File: config.mk
export PLATFORM = sky130hd
export DESIGN_NAME = store_bus_ctrl
export DESIGN_NICKNAME = d
export VERILOG_FILES = /design/src/rtl/store_pkg.sv /design/src/rtl/store_lane_align.sv /design/src/rtl/store_bus_ctrl.sv
export SDC_FILE = /design/constraint.sdc
export NUM_CORES = 1
export LEC_CHECK = 0
export BUFFER_PORTS_ARGS = -buffer_cell sky130_fd_sc_hd__buf_2
export CAP_MARGIN = 30
export CORE_MARGIN = 2
export CORE_UTILIZATION = 35
export CTS_CLUSTER_SIZE = 40
export DETAILED_ROUTE_END_ITERATION = 12
export HOLD_SLACK_MARGIN = 0.08
export PLACE_DENSITY = 0.53
export SYNTH_ARGS = -nofsm -noshare
export SYNTH_HDL_FRONTEND = slang
export SYNTH_SLANG_ARGS = --single-unit
File: constraint.sdc
create_clock -name clk -period 7.1 [get_ports clk]
set_input_delay 1.42 -clock clk [delete_from_list [all_inputs] [get_ports clk]]
set_output_delay 1.42 -clock clk [all_outputs]
set_load 0.1 [all_outputs]
File: src/rtl/store_pkg.sv
// Shared store-bus types: funct3 encodings, controller states and access-size decode.
package store_pkg;

  localparam logic [2:0] SB = 3'b000;
  localparam logic [2:0] SH = 3'b001;
  localparam logic [2:0] SW = 3'b010;

  typedef enum logic [1:0] {IDLE, BEAT0, BEAT1, RESP} state_t;

  // Bytes written by a store; 0 flags an unsupported funct3.
  function automatic logic [2:0] byte_size(input logic [2:0] funct3);
    case (funct3)
      SB:      byte_size = 3'd1;
      SH:      byte_size = 3'd2;
      SW:      byte_size = 3'd4;
      default: byte_size = 3'd0;
    endcase
  endfunction

endpackage

File: src/rtl/store_lane_align.sv
// Combinational lane placement: positions store data and byte enables across two bus words.
module store_lane_align
  import store_pkg::*;
(
  input  logic [31:0] data,
  input  logic [2:0]  funct3,
  input  logic [1:0]  off,
  output logic [63:0] wide,
  output logic [7:0]  be,
  output logic        split,
  output logic        illegal
);

  logic [2:0]  size;
  logic [31:0] dmask;
  logic [3:0]  smask;

  always_comb begin
    size  = byte_size(funct3);
    dmask = 32'h0;
    smask = 4'b0000;
    case (size)
      3'd1:    begin dmask = 32'h0000_00ff; smask = 4'b0001; end
      3'd2:    begin dmask = 32'h0000_ffff; smask = 4'b0011; end
      3'd4:    begin dmask = 32'hffff_ffff; smask = 4'b1111; end
      default: begin dmask = 32'h0;         smask = 4'b0000; end
    endcase
    wide    = {32'b0, data & dmask} << {off, 3'b000};
    be      = {4'b0, smask} << off;
    illegal = (size == 3'd0);
    // off+size needs 3 bits: worst case 3+4 = 7
    split   = ({1'b0, off} + size) > 3'd4;
  end

endmodule

File: src/rtl/store_bus_ctrl.sv
// Store bus controller: accepts one core store, issues one or two word-aligned bus beats.
module store_bus_ctrl
  import store_pkg::*;
#(
  parameter bit SPLIT_EN = 1'b1,
  parameter int ADDR_W   = 32
) (
  input  logic              clk,
  input  logic              rst_n,
  input  logic              st_valid,
  output logic              st_ready,
  input  logic [ADDR_W-1:0] st_addr,
  input  logic [31:0]       st_data,
  input  logic [2:0]        st_funct3,
  output logic              mem_req,
  output logic [ADDR_W-1:0] mem_addr,
  output logic [31:0]       mem_wdata,
  output logic [3:0]        mem_be,
  input  logic              mem_ack,
  output logic              st_done,
  output logic              st_err
);

  state_t            state, state_n;
  logic [ADDR_W-1:0] addr_q;
  logic [31:0]       data_q;
  logic [2:0]        f3_q;
  logic              err_q;

  logic [31:0] a_data;
  logic [2:0]  a_f3;
  logic [1:0]  a_off;
  logic [63:0] a_wide;
  logic [7:0]  a_be;
  logic        a_split, a_illegal;
  logic        accept, reject, ack;

  // In IDLE the aligner sees the incoming store so beat0 can be loaded on the accept edge.
  assign a_data = (state == IDLE) ? st_data   : data_q;
  assign a_f3   = (state == IDLE) ? st_funct3 : f3_q;
  assign a_off  = (state == IDLE) ? st_addr[1:0] : addr_q[1:0];

  store_lane_align u_align (
    .data    (a_data),
    .funct3  (a_f3),
    .off     (a_off),
    .wide    (a_wide),
    .be      (a_be),
    .split   (a_split),
    .illegal (a_illegal)
  );

  assign st_ready = (state == IDLE) && rst_n;
  assign accept   = st_valid && st_ready;
  assign reject   = a_illegal || (a_split && (SPLIT_EN == 1'b0));
  // Acks only count against an outstanding request.
  assign ack      = mem_ack && mem_req;
  assign st_done  = (state == RESP) && !err_q;
  assign st_err   = (state == RESP) && err_q;

  always_ff @(posedge clk or negedge rst_n) begin
    if (!rst_n) state <= IDLE;
    else        state <= state_n;
  end

  always_comb begin
    state_n = state;
    case (state)
      IDLE:    if (accept) state_n = reject ? RESP : BEAT0;
      BEAT0:   if (ack)    state_n = a_split ? BEAT1 : RESP;
      BEAT1:   if (ack)    state_n = RESP;
      RESP:    state_n = IDLE;
      default: state_n = IDLE;
    endcase
  end

  always_ff @(posedge clk or negedge rst_n) begin
    if (!rst_n) begin
      addr_q    <= '0;
      data_q    <= '0;
      f3_q      <= '0;
      err_q     <= 1'b0;
      mem_req   <= 1'b0;
      mem_addr  <= '0;
      mem_wdata <= '0;
      mem_be    <= '0;
    end else begin
      case (state)
        IDLE: if (accept) begin
          addr_q <= st_addr;
          data_q <= st_data;
          f3_q   <= st_funct3;
          err_q  <= reject;
          if (!reject) begin
            mem_req   <= 1'b1;
            mem_addr  <= {st_addr[ADDR_W-1:2], 2'b00};
            mem_wdata <= a_wide[31:0];
            mem_be    <= a_be[3:0];
          end
        end
        BEAT0: if (ack) begin
          mem_req <= 1'b0;
          // Preload beat1 during the mandatory idle cycle.
          if (a_split) begin
            mem_addr  <= {addr_q[ADDR_W-1:2], 2'b00} + ADDR_W'(3'd4);
            mem_wdata <= a_wide[63:32];
            mem_be    <= a_be[7:4];
          end
        end
        BEAT1: begin
          if (ack)          mem_req <= 1'b0;
          else if (!mem_req) mem_req <= 1'b1;
        end
        default: ;
      endcase
    end
  end

endmodule

# --- Word-level counts from Yosys, hierarchy flattened ---
# Index checks and enable logic that the tools add are counted.
word_totals:
  input_bits: 71
  word_cells: 75
  reg_bits: 139
  out_inout_bits: 72
op_classes:
  bitwise: 1
  n_lt_le_gt_ge: 1
  mux: 32
  n_eq_ne: 13
  n_shift: 2
  reduce_logical: 15
  addsub: 2
op_table:
  columns: ["op", "count"]
  rows:
  - ["2-to-1 mux 32 bit", 9]
  - ["one-hot mux 32 bit (2 select lines)", 2]
  - ["one-hot mux 32 bit (3 select lines)", 1]
  - ["left shift 32 x 5 -> 64 bit", 1]
  - ["adder 32 x 3 -> 32 bit, second input constant", 1]
  - ["AND 32 bit", 1]
  - ["2-to-1 mux 4 bit", 4]
  - ["one-hot mux 4 bit (3 select lines)", 1]
  - ["2-to-1 mux 2 bit", 5]
  - ["inequality test 2 bit, second input constant", 5]
  - ["one-hot mux 3 bit (3 select lines)", 1]
  - ["one-hot mux 2 bit (4 select lines)", 1]
  - ["one-hot mux 4 bit (2 select lines)", 1]
  - ["left shift 4 x 2 -> 8 bit", 1]
  - ["equality test 3 x 1 -> 1 bit, second input constant", 2]
  - ["equality test 3 x 2 -> 1 bit, second input constant", 2]
  - ["logical NOT 3 bit", 2]
  - ["logical AND 1 bit", 5]
  - ["2-to-1 mux 1 bit", 5]
  - ["AND reduction 5 bit", 1]
  - ["equality test 2 bit, second input constant", 2]
  - ["AND reduction 4 bit", 1]
  - ["adder 2 x 3 -> 3 bit", 1]
  - ["equality test 3 bit, second input constant", 1]
  - ["10 further kinds", 10]

# --- Logic depth before layout (Yosys ltp) ---
depth:
  word_depth: 11
  ltp_mapped: 15
  depth_no_buf: 11

# --- Modules after synthesis ---
# Synthesis repeated with hierarchy kept, for this count alone.
hier_totals:
  cells_unflattened: 775
  hier_area_um2: 7991.4
by_module_without_submodules:
  columns: ["module", "cells_per_inst", "seq_area_each_um2", "instances", "area_each_um2"]
  rows:
  - ["store_bus_ctrl", 609, 3428.3, 1, 6872.8]
  - ["store_lane_align", 166, 0.0, 1, 1118.6]

# --- Least setup slack after synthesis ---
# OpenSTA, ideal clock, no wires.
synth_path:
  kind: "input -> register"
  from: "in st_addr[1]"
  to: "reg mem_addr[10]"
  cell_stages: 11
  t_arrival_ns: 4.204
  path_buffers: 4
  required_time_ns: 6.975
  setup_time_ns: 0.125
  setup_slack_ns: 2.770
  path_cell_list: "mux2i_2 > inv_1 > clkbuf_1 > clkbuf_1 > fa_1 > nor3_1 > or3_1 > clkbuf_1 > nor2_4 > buf_4 > mux2_2"
synth_between:
  elab_chain_len: 5
synth_lines:
  columns: ["element", "line", "text"]
  rows:
  - ["from (decl)", "store_bus_ctrl.sv:12", "input logic [ADDR_W-1:0] st_addr,"]
  - ["2-to-1 mux 2 bit", "store_bus_ctrl.sv:41", "assign a_off = (state == IDLE) ? st_addr[1:0] : addr_q[1:0];"]
  - ["adder 2 x 3 -> 3 bit", "store_lane_align.sv:32", "split = ({1'b0, off} + size) > 3'd4;"]
  - ["greater-than comparator 3 bit", "store_lane_align.sv:32", null]
  - ["inequality test 2 bit (no line)", null, null]
  - ["AND reduction 5 bit (no line)", null, null]
  - ["to (signal assigned)", "store_bus_ctrl.sv:96", "mem_addr <= {st_addr[ADDR_W-1:2], 2'b00};"]
  - ["to (signal assigned)", "store_bus_ctrl.sv:105", "mem_addr <= {addr_q[ADDR_W-1:2], 2'b00} + ADDR_W'(3'd4);"]
  - ["to (decl)", "store_bus_ctrl.sv:16", "output logic [ADDR_W-1:0] mem_addr,"]
# No other way between the ends.
# A chain may end at the register's enable or synchronous reset.

# --- Final worst setup path ---
layout_path:
  from: "reg state[0]"
  to: "reg mem_addr[4]"
layout_between:
  elab_chain_len: 8
  word_cells_on_any_way: 20
  cone_classes: "1 x add/sub; 1 x order compare; 7 x eq/ne; 4 x mux; 7 x reduce/logical"
layout_lines:
  columns: ["element", "line", "text"]
  rows:
  - ["from (decl)", "store_bus_ctrl.sv:24", "state_t state, state_n;"]
  - ["from (signal assigned)", "store_bus_ctrl.sv:63", "else state <= state_n;"]
  - ["logical NOT 2 bit", null, null]
  - ["2-to-1 mux 3 bit", "store_bus_ctrl.sv:40", "assign a_f3 = (state == IDLE) ? st_funct3 : f3_q;"]
  - ["equality test 3 x 2 -> 1 bit (tied with other cells)", "store_pkg.sv:12", "case (funct3)"]
  - ["one-hot mux 3 bit (3 select lines)", "store_pkg.sv:12", null]
  - ["adder 2 x 3 -> 3 bit", "store_lane_align.sv:32", null]
  - ["greater-than comparator 3 bit", "store_lane_align.sv:32", null]
  - ["inequality test 2 bit (no line)", null, null]
  - ["AND reduction 5 bit (no line)", null, null]
# Parallel ways exist; a longest one is shown, timed or not.

==> summary.md <==
| Metric | Value |
|---|---|
| Main combinational cell family by area after synthesis | multiplexers |
| Vias in the first global route | 6320 |
| Area added between synthesis and finish | 20.25% |
| Mux share of post-synthesis cell area | 0.2011 |
| Layout Nets | 951 |
| Syn Area/Cell | 10.47 um^2 |
| Setup TNS Final | 0 ns |
| Final setup viols | 0 |
| CP startpoint | state[0]$_DFFE_PN0P_ |
| Number of port buffers | 140 |
| Cells after DPL | 1132 |
| XOR/XNOR Fraction of Synth Area | 0.02342 |
| Vias | 6485 |
| Placer Congestion | 0.8500 |
| Final worst path period share | 0.7309 |
| Reg area | 3428 um^2 |
| Multi-input gate area | 4143 um^2 |
| First-pass GRT wire length | 36.45 mm |
| Drt drc | 0 |
| CTS Buffer Depth | 2 |
| Share of layout cells above drive strength 1 | 0.3600 |
| Die ar. | 23650 um^2 |
| Cts repair resizes | 0 |
| Crit path max fanout | 27 |
| Chip Width | 153.8 um |
| Die Y | 153.8 um |
| CTS tree | done |
| Clk_lat worst skew | 0.44 ns |
| Vias per cell | 5.557 |
| Seq/Total Area, Yosys | 0.4365 |
| GRT Total Usage | 0.1975 |
| TritonCTS Buffers | 17 |
| Final std cells w/o fill | 1167 |
| Avg WL per Cell | 19.77 um |
| Status | complete, no violations |
| Main synth FF type | dfrtp_1 |
| Worst Setup Path Type | flip-flop to flip-flop |
| Hpwl dp | 15.99 mm |
| Setup bufs post-CTS | 0 |
| Iteration-0 DRC Markers | 465 |
| Cell count after synthesis | 750 |
| Slew @ Worst Pin | 1.052 ns |
| Clock sink total | 137 |
| Fin Clk Skew | 0.01093 ns |
| Post-synth top cells | 137 x dfrtp_1, 113 x mux2_2, 48 x nor2_1 |
| Largest net degree at the start of global routing | 73 |
| RSZ-0062 raised after global routing | no |
| Initial antenna violation count | 1 |
| Initial core utilization | 0.3588 |
| Pre-antenna DRT Iters | 5 |
| Post-Synth Adder-Cell Area | 0.01211 |
| GR Overflow Total | 0 |
| Number of synthesized flops with an enable pin | 0 |
| Total core area | 21890 um^2 |
| Hold_sp | data_q[21]$_DFFE_PN0P_ |
| YS warnings | 0 |
| Count of cell types in the netlist | 70 |
| Slew margin rel. | 0.2962 |
| Top cell type's share of synthesized area | 0.4365 |
| Synth Area in Simple Gates | 0.1168 |
| Crit start category | flip-flop |
| Async SR Flop Fraction | 1.000 |
| Final hold violation count | 0 |
| Root buf cell | clkbuf_16 |
| CP Capture Type | flip-flop |
| Count leader, synth | dfrtp_1 |
| Crit path DAT | 5.51 ns |
| Antenna Nets Post-Route | 0 |
| Hold Crit Class | flip-flop to flip-flop |
| Fmax | 192.7 MHz |
| Fillcell total | 2172 |
| RR Startpoint | state[0]$_DFFE_PN0P_ |
| Synth Register Bits | 137 |
| Maximum capacitance violations | 0 |
| Fin crit period | 5.189 ns |
| I/O Pins | 143 |
| Cells taking the most area after synthesis | dfrtp_1 44%, mux2_2 16%, mux2i_1 3.4% |
| Slew Limit Fails | 0 |
| H-tree Lvls | 4 |
| Reg clk slew, reported paths | 0.06 ns |
| Leading area contributor after synthesis | dfrtp_1 |
| WL final | 23.07 mm |
| Worst Path Required | 7.42 ns |
| Compound-Gate Fraction of Synth Area | 0.1716 |
| Synth Cell Area | 7854 um^2 |
| Placement Rows | 54 |
| Hold_buf cts | 0 |
[metal layers]
metal	track usage	share of wire
met1	0.2899	0.48
met2	0.2863	0.44
met3	0.04284	0.060
met4	0.07034	0.024
met5	0	0
[worst max-delay path, cell delays in order (launching register included)]
cell and delay, ns:
dfrtp_1 0.42, inv_1 0.09, ha_2 0.41, buf_4 0.35
and4bb_2 0.30, nor2_1 0.73, inv_1 0.16, fa_1 0.58
nor3_1 0.08, or3_1 0.65, nor2_4 0.53, buf_4 0.38
mux2_2 0.37
[placed cells by master, fill, tap and decap left out, drive strengths merged, types with 4 or more instances in the layout]
cell,instances
inv,17
nor2,49
clkinvlp,5
o2bb2ai,17
nand3,14
ha,6
a21oi,37
nor2b,4
o31ai,7
a2111oi,7
a31oi,30
xor2,7
dfrtp,137
buf,155
and3,9
a211oi,5
nand4,5
mux2i,29
o21ai,41
nor3,14
or4,5
o211ai,5
o21a,4
mux2,113
xnor2,14
nand2,42
clkbuf,19
or2,4
a21boi,9
o32ai,4
a211o,9
or3,6
o22ai,5
nor4,6
[path summary, 6_finish.rpt]
path / endpoint / slack (ns) / cells after the start
min in group asynchronous: data_q[28]$_DFFE_PN0P_ / 0.98 / 1
worst min register to register: data_q[21]$_DFFE_PN0P_ / 0.50 / 1
max in group asynchronous: addr_q[0]$_DFFE_PN0P_ / 5.14 / 3
worst max register to register: mem_addr[4]$_DFFE_PN0P_ / 1.91 / 12
worst min-delay path: data_q[21]$_DFFE_PN0P_ / 0.50 / 1
worst max-delay path: mem_addr[4]$_DFFE_PN0P_ / 1.91 / 12
[registers in the layout (all words and copies together) (netlist names)]
name,cells
mem_wdata,32
data_q,32
mem_addr,30
f3_q,3
mem_req,1
state,2
addr_q,32
mem_be,4
err_q,1
[logic make-up (layout without fill, tap and decap cells)]
kind of cell,Yosys count,after routing
multiplexers,142,142
flip-flops,137,137
other,1,3
buffers and inverters,66,201
AO/OA/AOI/OAI,201,201
AND/OR/NAND/NOR,175,175
adder cells (fa/ha/maj),7,7
XOR/XNOR,21,21
[metrics by stage]
stage | setup slack, ns | hold slack [ns] | instance area (um^2) | util
after floorplan | 2.770 | 0.4645 | 7858 | -
after global placement | 1.786 | 0.4831 | 8771 | 0.4007
after detailed placement | 1.708 | 0.4897 | 8776 | 0.4009
after CTS | 1.930 | 0.5032 | 9387 | 0.4288
after global routing | 1.527 | 0.5091 | 9444 | 0.4314
final | 1.911 | 0.4979 | 9444 | 0.4314
[cell type report]
type	instances	area share
multi-input cells	548	0.4387
flip-flops and latches	137	0.3630
repair buffers	155	0.09075
clock buffers	19	0.04690
well taps	280	0.03710
clock inverters	13	0.01775
inverters	14	0.005564
diodes	1	0.0002650
Power is not shown: default switching activity piles up to over one toggle a cycle in this logic, so the estimate is an artifact.
